### src/rtl/bus_timer_slave_pkg.sv
// Shared definitions for the bus timer slave: bus polarities, bus widths,
// register map, CTRL bit positions and handshake state encoding.
package bus_timer_slave_pkg;

  // Bus polarity values (active-low enable, read high).
  localparam logic ENABLE_  = 1'b0;
  localparam logic DISABLE_ = 1'b1;
  localparam logic READ     = 1'b1;
  localparam logic WRITE    = 1'b0;

  // Bus widths.
  localparam int WORD_ADDR_W = 30;
  localparam int WORD_DATA_W = 32;

  // Register indices, decoded from addr[1:0].
  localparam logic [1:0] BUS_TIMER_ADDR_CTRL    = 2'd0;
  localparam logic [1:0] BUS_TIMER_ADDR_INTR    = 2'd1;
  localparam logic [1:0] BUS_TIMER_ADDR_EXPR    = 2'd2;
  localparam logic [1:0] BUS_TIMER_ADDR_COUNTER = 2'd3;

  // CTRL bit positions.
  localparam int BUS_TIMER_CTRL_START    = 0;
  localparam int BUS_TIMER_CTRL_PERIODIC = 1;

  // Handshake state encoding.
  typedef enum logic [1:0] {
    BUS_TIMER_ST_IDLE = 2'd0,
    BUS_TIMER_ST_WAIT = 2'd1,
    BUS_TIMER_ST_ACK  = 2'd2
  } bus_timer_state_e;

  // Zero-extend a single status bit to a full data word.
  function automatic logic [WORD_DATA_W-1:0] bus_timer_zext1(input logic b);
    return {{(WORD_DATA_W-1){1'b0}}, b};
  endfunction

endpackage

### src/rtl/bus_timer_slave_handshake.sv
// Reusable bus slave handshake: accepts a strobe while idle, inserts
// WAIT_CYCLES wait states, then pulses rdy_ low for one cycle.
// o_addr/o_rw/o_wr_data present the live bus fields on the accept cycle and
// the latched fields afterwards, so the datapath sees one consistent access.
module bus_slave_handshake
  import bus_timer_slave_pkg::*;
#(
  parameter int WAIT_CYCLES = 0,  // legal range 0..15
  parameter int DATA_W      = 32
) (
  input  logic              i_clk,
  input  logic              i_rst_n,
  input  logic              i_cs_,
  input  logic              i_as_,
  input  logic              i_rw,
  input  logic [1:0]        i_addr,
  input  logic [DATA_W-1:0] i_wr_data,
  output logic              o_accept,
  output logic              o_ack_next,
  output logic              o_rw,
  output logic [1:0]        o_addr,
  output logic [DATA_W-1:0] o_wr_data,
  output logic              o_rdy_
);

  localparam logic       LP_NO_WAIT   = (WAIT_CYCLES == 0);
  localparam logic [3:0] LP_WAIT_LOAD = (WAIT_CYCLES == 0) ? 4'd0 : 4'(WAIT_CYCLES - 1);

  bus_timer_state_e  r_state;
  logic [3:0]        r_wait_cnt;
  logic [1:0]        r_addr;
  logic              r_rw;
  logic [DATA_W-1:0] r_wr_data;
  logic              r_rdy_;
  logic              w_accept;
  logic              w_ack_next;

  assign w_accept   = (i_cs_ == ENABLE_) && (i_as_ == ENABLE_) && (r_state == BUS_TIMER_ST_IDLE);
  assign w_ack_next = (w_accept && LP_NO_WAIT) ||
                      ((r_state == BUS_TIMER_ST_WAIT) && (r_wait_cnt == 4'd0));

  assign o_accept   = w_accept;
  assign o_ack_next = w_ack_next;
  assign o_addr     = w_accept ? i_addr    : r_addr;
  assign o_rw       = w_accept ? i_rw      : r_rw;
  assign o_wr_data  = w_accept ? i_wr_data : r_wr_data;
  assign o_rdy_     = r_rdy_;

  // Accept/wait/ack state machine with registered rdy_ and latched access fields.
  always_ff @(posedge i_clk or negedge i_rst_n) begin
    if (!i_rst_n) begin
      r_state    <= BUS_TIMER_ST_IDLE;
      r_wait_cnt <= 4'd0;
      r_addr     <= 2'd0;
      r_rw       <= READ;
      r_wr_data  <= '0;
      r_rdy_     <= DISABLE_;
    end else begin
      r_rdy_ <= w_ack_next ? ENABLE_ : DISABLE_;
      case (r_state)
        BUS_TIMER_ST_IDLE: begin
          if (w_accept) begin
            r_addr    <= i_addr;
            r_rw      <= i_rw;
            r_wr_data <= i_wr_data;
            if (LP_NO_WAIT) begin
              r_state <= BUS_TIMER_ST_ACK;
            end else begin
              r_state    <= BUS_TIMER_ST_WAIT;
              r_wait_cnt <= LP_WAIT_LOAD;
            end
          end
        end
        BUS_TIMER_ST_WAIT: begin
          if (r_wait_cnt == 4'd0) begin
            r_state <= BUS_TIMER_ST_ACK;
          end else begin
            r_wait_cnt <= r_wait_cnt - 4'd1;
          end
        end
        BUS_TIMER_ST_ACK: r_state <= BUS_TIMER_ST_IDLE;
        default:          r_state <= BUS_TIMER_ST_IDLE;
      endcase
    end
  end

endmodule

### src/rtl/bus_timer_slave.sv
// Memory-mapped interval timer slave: CTRL/INTR/EXPR/COUNTER registers,
// wait-stated bus handshake and an expiration interrupt.
// Optional feature macro: BUS_TIMER_IRQ_EN (INTR register and irq output);
// when undefined INTR reads 0, writes to it are dropped and irq stays 0.
module bus_timer_slave
  import bus_timer_slave_pkg::*;
#(
  parameter int WAIT_CYCLES = 0
) (
  input  logic                   clk,
  input  logic                   reset_,
  input  logic                   cs_,
  input  logic                   as_,
  input  logic                   rw,
  input  logic [WORD_ADDR_W-1:0] addr,
  input  logic [WORD_DATA_W-1:0] wrData,
  output logic [WORD_DATA_W-1:0] rdData,
  output logic                   rdy_,
  output logic                   irq
);

  logic                   w_accept;
  logic                   w_ack_next;
  logic                   w_rw;
  logic [1:0]             w_addr;
  logic [WORD_DATA_W-1:0] w_wr_data;
  logic                   w_unused_addr;
  logic                   w_wr_en;
  logic                   w_wr_ctrl;
  logic                   w_wr_expr;
  logic                   w_wr_cnt;
  logic                   w_cnt_ovr;
  logic                   w_expire;
  logic                   w_intr;
  logic [WORD_DATA_W-1:0] w_rd_mux;

  logic                   r_start;
  logic                   r_periodic;
  logic [WORD_DATA_W-1:0] r_expr;
  logic [WORD_DATA_W-1:0] r_counter;
  logic [WORD_DATA_W-1:0] r_rd_data;
  logic                   r_irq;

  // Only the low two address bits select a register.
  assign w_unused_addr = ^addr[WORD_ADDR_W-1:2];

  bus_slave_handshake #(
    .WAIT_CYCLES (WAIT_CYCLES),
    .DATA_W      (WORD_DATA_W)
  ) u_handshake (
    .i_clk      (clk),
    .i_rst_n    (reset_),
    .i_cs_      (cs_),
    .i_as_      (as_),
    .i_rw       (rw),
    .i_addr     (addr[1:0]),
    .i_wr_data  (wrData),
    .o_accept   (w_accept),
    .o_ack_next (w_ack_next),
    .o_rw       (w_rw),
    .o_addr     (w_addr),
    .o_wr_data  (w_wr_data),
    .o_rdy_     (rdy_)
  );

  // Writes commit on the accept edge.
  assign w_wr_en   = w_accept && (w_rw == WRITE);
  assign w_wr_ctrl = w_wr_en && (w_addr == BUS_TIMER_ADDR_CTRL);
  assign w_wr_expr = w_wr_en && (w_addr == BUS_TIMER_ADDR_EXPR);
  assign w_wr_cnt  = w_wr_en && (w_addr == BUS_TIMER_ADDR_COUNTER);

  // A CTRL or COUNTER write replaces this cycle's counter update, expiration included.
  assign w_cnt_ovr = w_wr_ctrl || w_wr_cnt;
  assign w_expire  = r_start && (r_counter == r_expr) && !w_cnt_ovr;

  // CTRL and EXPR registers; one-shot mode drops start on expiration.
  always_ff @(posedge clk or negedge reset_) begin
    if (!reset_) begin
      r_start    <= 1'b0;
      r_periodic <= 1'b0;
      r_expr     <= '0;
    end else begin
      if (w_wr_ctrl) begin
        r_start    <= w_wr_data[BUS_TIMER_CTRL_START];
        r_periodic <= w_wr_data[BUS_TIMER_CTRL_PERIODIC];
      end else if (w_expire && !r_periodic) begin
        r_start <= 1'b0;
      end
      if (w_wr_expr) begin
        r_expr <= w_wr_data;
      end
    end
  end

  // Counter: bus write first, then hold on CTRL write, then expire/increment.
  always_ff @(posedge clk or negedge reset_) begin
    if (!reset_) begin
      r_counter <= '0;
    end else if (w_wr_cnt) begin
      r_counter <= w_wr_data;
    end else if (w_wr_ctrl) begin
      r_counter <= r_counter;
    end else if (w_expire) begin
      r_counter <= '0;
    end else if (r_start) begin
      r_counter <= r_counter + 32'd1;
    end
  end

`ifdef BUS_TIMER_IRQ_EN
  logic w_wr_intr;
  logic r_intr;

  assign w_wr_intr = w_wr_en && (w_addr == BUS_TIMER_ADDR_INTR);
  assign w_intr    = r_intr;

  // INTR status bit: expiration sets it and beats a simultaneous bus write.
  always_ff @(posedge clk or negedge reset_) begin
    if (!reset_) begin
      r_intr <= 1'b0;
    end else if (w_expire) begin
      r_intr <= 1'b1;
    end else if (w_wr_intr) begin
      r_intr <= w_wr_data[0];
    end
  end

  // irq is the INTR bit, re-registered.
  always_ff @(posedge clk or negedge reset_) begin
    if (!reset_) begin
      r_irq <= 1'b0;
    end else begin
      r_irq <= r_intr;
    end
  end
`else
  assign w_intr = 1'b0;

  // Interrupt disabled: irq held low.
  always_ff @(posedge clk or negedge reset_) begin
    if (!reset_) begin
      r_irq <= 1'b0;
    end else begin
      r_irq <= 1'b0;
    end
  end
`endif

  // Register read multiplexer.
  always_comb begin
    w_rd_mux = '0;
    case (w_addr)
      BUS_TIMER_ADDR_CTRL:    w_rd_mux = {{(WORD_DATA_W-2){1'b0}}, r_periodic, r_start};
      BUS_TIMER_ADDR_INTR:    w_rd_mux = bus_timer_zext1(w_intr);
      BUS_TIMER_ADDR_EXPR:    w_rd_mux = r_expr;
      BUS_TIMER_ADDR_COUNTER: w_rd_mux = r_counter;
      default:                w_rd_mux = '0;
    endcase
  end

  // Read data is captured on the edge entering ACK and is zero otherwise.
  always_ff @(posedge clk or negedge reset_) begin
    if (!reset_) begin
      r_rd_data <= '0;
    end else if (w_ack_next && (w_rw == READ)) begin
      r_rd_data <= w_rd_mux;
    end else begin
      r_rd_data <= '0;
    end
  end

  assign rdData = r_rd_data;
  assign irq    = r_irq;

endmodule

### config.mk
export PLATFORM = sky130hd
export DESIGN_NAME = bus_timer_slave
export DESIGN_NICKNAME = d
export VERILOG_FILES = /design/src/rtl/bus_timer_slave_pkg.sv /design/src/rtl/bus_timer_slave_handshake.sv /design/src/rtl/bus_timer_slave.sv
export SDC_FILE = /design/constraint.sdc
export NUM_CORES = 1
export LEC_CHECK = 0
export BUFFER_PORTS_ARGS = -buffer_cell sky130_fd_sc_hd__buf_2
export CAP_MARGIN = 15
export CORE_AREA = 2 2 162 164
export DETAILED_ROUTE_END_ITERATION = 10
export DIE_AREA = 0 0 164 166
export GPL_ROUTABILITY_DRIVEN = 0
export HOLD_SLACK_MARGIN = 0.15
export MAX_ROUTING_LAYER = met4
export PLACE_DENSITY = 0.47
export SLEW_MARGIN = 20
export SYNTH_ARGS = -nofsm -noshare
export SYNTH_HDL_FRONTEND = slang
export SYNTH_SLANG_ARGS = --single-unit
### constraint.sdc
create_clock -name clk -period 2.58 [get_ports clk]
set_clock_uncertainty 0.05 [all_clocks]
set_input_delay 0.129 -clock clk [delete_from_list [all_inputs] [get_ports clk]]
set_output_delay 0.129 -clock clk [all_outputs]
set_load 0.02 [all_outputs]
# Yosys cells after proc, flatten, opt, wreduce, memory -nomap -nowiden
# Index checks and enable logic that the tools add are counted.
# totals
reg_bits,140
inputBits,67
out_inout_bits,34
# classes
add_sub_neg,2
eq_ne,8
mux,15
n_bitwise,4
reduce_logical,23
# op_table
cell,n
$mux 32,6
$pmux 32 s4,1
$add 32x1->32 const B,1
$eq 32x32->1,1
$logic_and 1x1->1,11
$mux 2,3
$reduce_and 2->1,3
$eq 2x1->1 const B,2
$eq 2x2->1 const B,2
$logic_not 2->1,2
$logic_not 4->1,1
$mux 1,4
$ne 2x1->1 const B,2
$not 1->1,4
$pmux 2 s2,1
$sub 4x1->4 const B,1
$reduce_bool 3->1,1
$logic_not 1->1,2
$logic_or 1x1->1,2
$ne 2x2->1 const B,1
$reduce_bool 2->1,1

# Longest topological paths before layout
# logic_depth
depth_word,13
depth_mapped,9
ltp_nobuf,7

# Hierarchy
# Synthesis repeated with hierarchy kept, for this count alone.
# unflattened
hier_cells,652
hier_area_um2,7041.8
# by_module_without_submodules
module,instances,cells_per_inst,area_each_um2,seq_area_each_um2
bus_timer_slave,1,534,5225.0,2452.4
bus_slave_handshake,1,118,1816.7,928.4

# Worst setup path before layout
# Ideal clock, no wire load.
# synth_path
path_kind,register -> register
startpoint,reg r_counter[0]
endpoint,reg r_counter[26]
setup_time_ps,126
arrival_time_ps,2167
setup_slack_ps,237
path_stages_with_launch,10
path_buffers,2
path_cell_list,dfrtp_1 > ha_1 > and3_1 > buf_2 > nand4_4 > or4_1 > buf_2 > o21ai_0 > a21boi_1 > a221o_2
# synth_via
elab_chain_len,6
elab_cells_between_ends,10
# synth_rtl
item,line_no,source
from (decl),bus_timer_slave.sv:40,logic [WORD_DATA_W-1:0] r_counter;
from (signal assigned),bus_timer_slave.sv:100,r_counter <= w_wr_data;
from (signal assigned),bus_timer_slave.sv:102,r_counter <= r_counter;
from (signal assigned),bus_timer_slave.sv:106,r_counter <= r_counter + 32'd1;
branches (longest 6 deep; another with $add 32x1->32),-,
# Several ways; the timed one is not identified. The select of a mux whose other input is x is not followed.
# A chain may end at the register's enable or synchronous reset.

# Worst setup path after layout
# layout_path
startpoint,reg r_counter[1]
endpoint,reg r_counter[26]
# The elaborated chain is that of the path after synthesis.

==> qor.csv <==
metric;value;unit
synthTopCellsByArea;dfrtp_1 (53%), nand2_1 (7.0%), xnor2_1 (5.4%);
worst_hold_slack;0.180;ns
path_clk_slew;0.06;ns
vdd_ir_drop_max;0.377;mV
routed_wl;17.8;mm
crit_type;reg -> reg;
synth_fp_nets;731;
wl_per_cell;15.7;um
worstSetupEndpointType;flip-flop;
drt_iter0_drc;325;
die_w;164;um
antenna_found_initial;0;
min_period;2.43;ns
layout_setup_ws;0.146;ns
cap_violations;0;
grt_max_degree;60;
cts-root-buf;clkbuf_16;
cts_setup_buffers;0;
synthAdderAreaFrac;0.00199;
p_per_area;869;nW/um^2
ys_warn_count;0;
critPathRequiredTime;2.85;ns
setup_viol_count_final;0;
async_flop_share;1.00;
cts.sink_count;134;
synth_edf_count;0;
cts_buffers;17;
synthDistinctLibCells;52;
htree_levels;4;
synth_compound_area_frac;0.129;
synth_top_area_cell;dfrtp_1;
switching_share;0.326;
p_clk_frac;0.358;
ys.flop_type;dfrtp_1;
tightest_slew;0.692;ns
outcome;completed;
synth_top_family_by_area;simple AND/OR/NAND/NOR gates;
slew_violations;0;
drc_errors;0;
nNetsFinal;852;
synth_cells;663;
io_buffer_count;71;
viasPerCell;4.42;
syn_avg_cell_area;9.50;sq um
worst_path_max_delay_cell;or4_1;
comb_power_share;0.242;
min_period_over_period;0.943;
placementRows;59;
tns;0;ns
first_pass_iters;4;
dp_slack;0.0674;ns
antenna_cells;0;
hold_violations;0;
ios;101;
cp_cell_sequence;ha_1 -> and3_1 -> nand4_4 -> or4_1 -> o21ai_0 -> a21boi_1 -> a221o_2;
synth-simple-area-share;0.163;
dieArea;27200;sq um
power.internal;4820;uW
synth.top_cell.area_share;0.528;
leakagePower;0.00380;uW
die_height;166;um
p_seq_frac;0.400;
clk_latency;0.43;ns
worstPathMaxFanout;6;
cts_buffer_depth;2;
overflow;0;
layout-drive-gt1-share;0.210;
grt.total_usage;0.143;
synth_seq_area_share;0.532;
path_delay_family;simple AND/OR/NAND/NOR gates;
p_switching;2330;uW
core_area;25600;sq um
hold_class;in -> reg;
arrival;2.70;ns
slowest_delay;0.67;ns
rsz0062_at_grt;false;
num_vias;5001;
fillers;2662;
startpoint_type;flip-flop;
start_util;0.246;
maxSlewHeadroom;0.538;
area_growth;30.6;%
fmax;411;MHz
grt_pass1_vias;4980;
crit_buf_inv;0;
grt_pass1_wl;28.6;mm
ys_ff_latch;134;
cts_tree;built;
ant_nets;0;
hpwlAfterDp;12.5;mm
syn-cell-area;6300;sq um
muxShareOfSynthArea;0.0594;
synthXorXnorAreaFrac;0.0598;
## layout by cell type (no fill, tap or decap), drive strengths merged, types with 4 or more instances in the layout
cell type and count:
a211oi 4, a21o 4, a21oi 65, a22oi 18, a32oi 4, and3 7, buf 110, clkbuf 19
clkinv 4, dfrtp 133, dlygate4sd3 37, inv 42, mux2 11, mux2i 25, nand2 117, nand3 20
nand4 10, nor2 43, nor3 11, nor3b 4, nor4 4, o21ai 25, o22ai 4, xnor2 39
xor2 4
## metrics by stage
stage                     power, uW  area (sq um)   util  instances
after floorplan                3920          6300      -        663
final                          7150          8230  0.321       1132
after global placement         4580          7230  0.282       1063
after CTS                      7240          8220  0.321       1132
after global routing           7600          8230  0.321       1132
after detailed placement       4600          7230  0.282       1063
## cell families (layout without fill, tap and decap cells)
| group | after synthesis | count (layout) |
|---|---|---|
| and+or+nand+nor | 228 | 228 |
| AOI/OAI and AO/OA | 136 | 136 |
| DFF | 134 | 134 |
| buffers and inverters | 84 | 218 |
| xor gates and xnor gates | 43 | 43 |
| muxes | 36 | 36 |
| adders and majority gates | 1 | 1 |
| other | 1 | 1 |
## sequential cells by signal, indices dropped and copies added, names as in the netlist
| name | cells |
|---|---|
| r_start | 1 |
| r_periodic | 1 |
| r_expr | 32 |
| u_handshake.r_wr_data | 32 |
| u_handshake.r_state | 1 |
| u_handshake.r_addr | 2 |
| u_handshake.o_rdy_ | 1 |
| rdData | 32 |
| r_counter | 32 |
## power by group through the flow
stage	logic [uW]	registers (uW)	clock network, uW
floorplan	1110	2810	0
global placement	1690	2890	0
detailed placement	1710	2890	0
CTS	1760	2860	2620
global route	1940	2920	2730
finish	1730	2860	2560
## synth_stat cells (3+ instances only)
library cell  instances
a21o_1                4
o22ai_1               4
clkbuf_1             26
nor3_1               10
mux2_2               11
nand2_1             117
dfrtp_1             133
a211oi_1              4
mux2i_1              25
o21ai_0              24
xor2_1                4
buf_1                 3
a32oi_1               4
nor3b_1               4
nand3_1              20
nor4_1                4
a22oi_1              18
or4_1                 3
nand4_1               8
buf_2                12
and3_1                6
a211o_1               3
inv_1                38
a21oi_1              63
xnor2_1              39
clkbuf_2              3
nor2_1               43
## worst reg2reg max path, cell delays in order (launching register included)
cell	delay, ns
dfrtp_1	0.39
ha_1	0.23
and3_1	0.25
nand4_4	0.17
or4_1	0.67
o21ai_0	0.20
a21boi_1	0.08
a221o_2	0.29
## final cells by class
type / count / area [sq um] / share of cell area
clock inverters: 13 / 173 / 0.0210
clock buffers: 19 / 443 / 0.0538
repair buffers: 147 / 1060 / 0.129
well taps: 335 / 419 / 0.0509
inverters: 39 / 146 / 0.0178
multi-input cells: 445 / 2630 / 0.320
flip-flops and latches: 134 / 3350 / 0.408
## final timing paths
| kind | startpoint | endpoint | slack [ns] | depth (start not counted) |
|---|---|---|---|---|
| min in group asynchronous | reset_ | u_handshake.r_wr_data[29]$_DFFE_PN0N_ | 0.22 | 2 |
| worst min register to register | u_handshake.r_wr_data[30]$_DFFE_PN0N_ | u_handshake.r_wr_data[30]$_DFFE_PN0N_ | 0.45 | 2 |
| worst max register to register | r_counter[1]$_DFFE_PN0P_ | r_counter[26]$_DFFE_PN0P_ | 0.15 | 7 |
| worst max-delay path | r_counter[1]$_DFFE_PN0P_ | r_counter[26]$_DFFE_PN0P_ | 0.15 | 7 |
| max in group asynchronous | reset_ | rdData[15]$_DFF_PN0_ | 1.48 | 3 |
| worst min-delay path | as_ | rdData[0]$_DFF_PN0_ | 0.18 | 5 |
## timing repair
action / 4_1_cts / 5_1_grt
endpoints found under the setup margin: 0 / 9
hold buffers: 37 / 0
hold endpoints to repair: 202 / 0
resized for setup: 0 / 1
## metal layers
metal / part of all wire / global-route usage / vias to the layer above
li1: - / - / 2479
met1: 0.47 / 0.192 / 2400
met2: 0.47 / 0.214 / 100
met3: 0.045 / 0.0332 / 22
met4: 0.016 / 0.0408 / 0
met5: 0 / - / -
No activity file was read; power rests on OpenSTA's default activity.
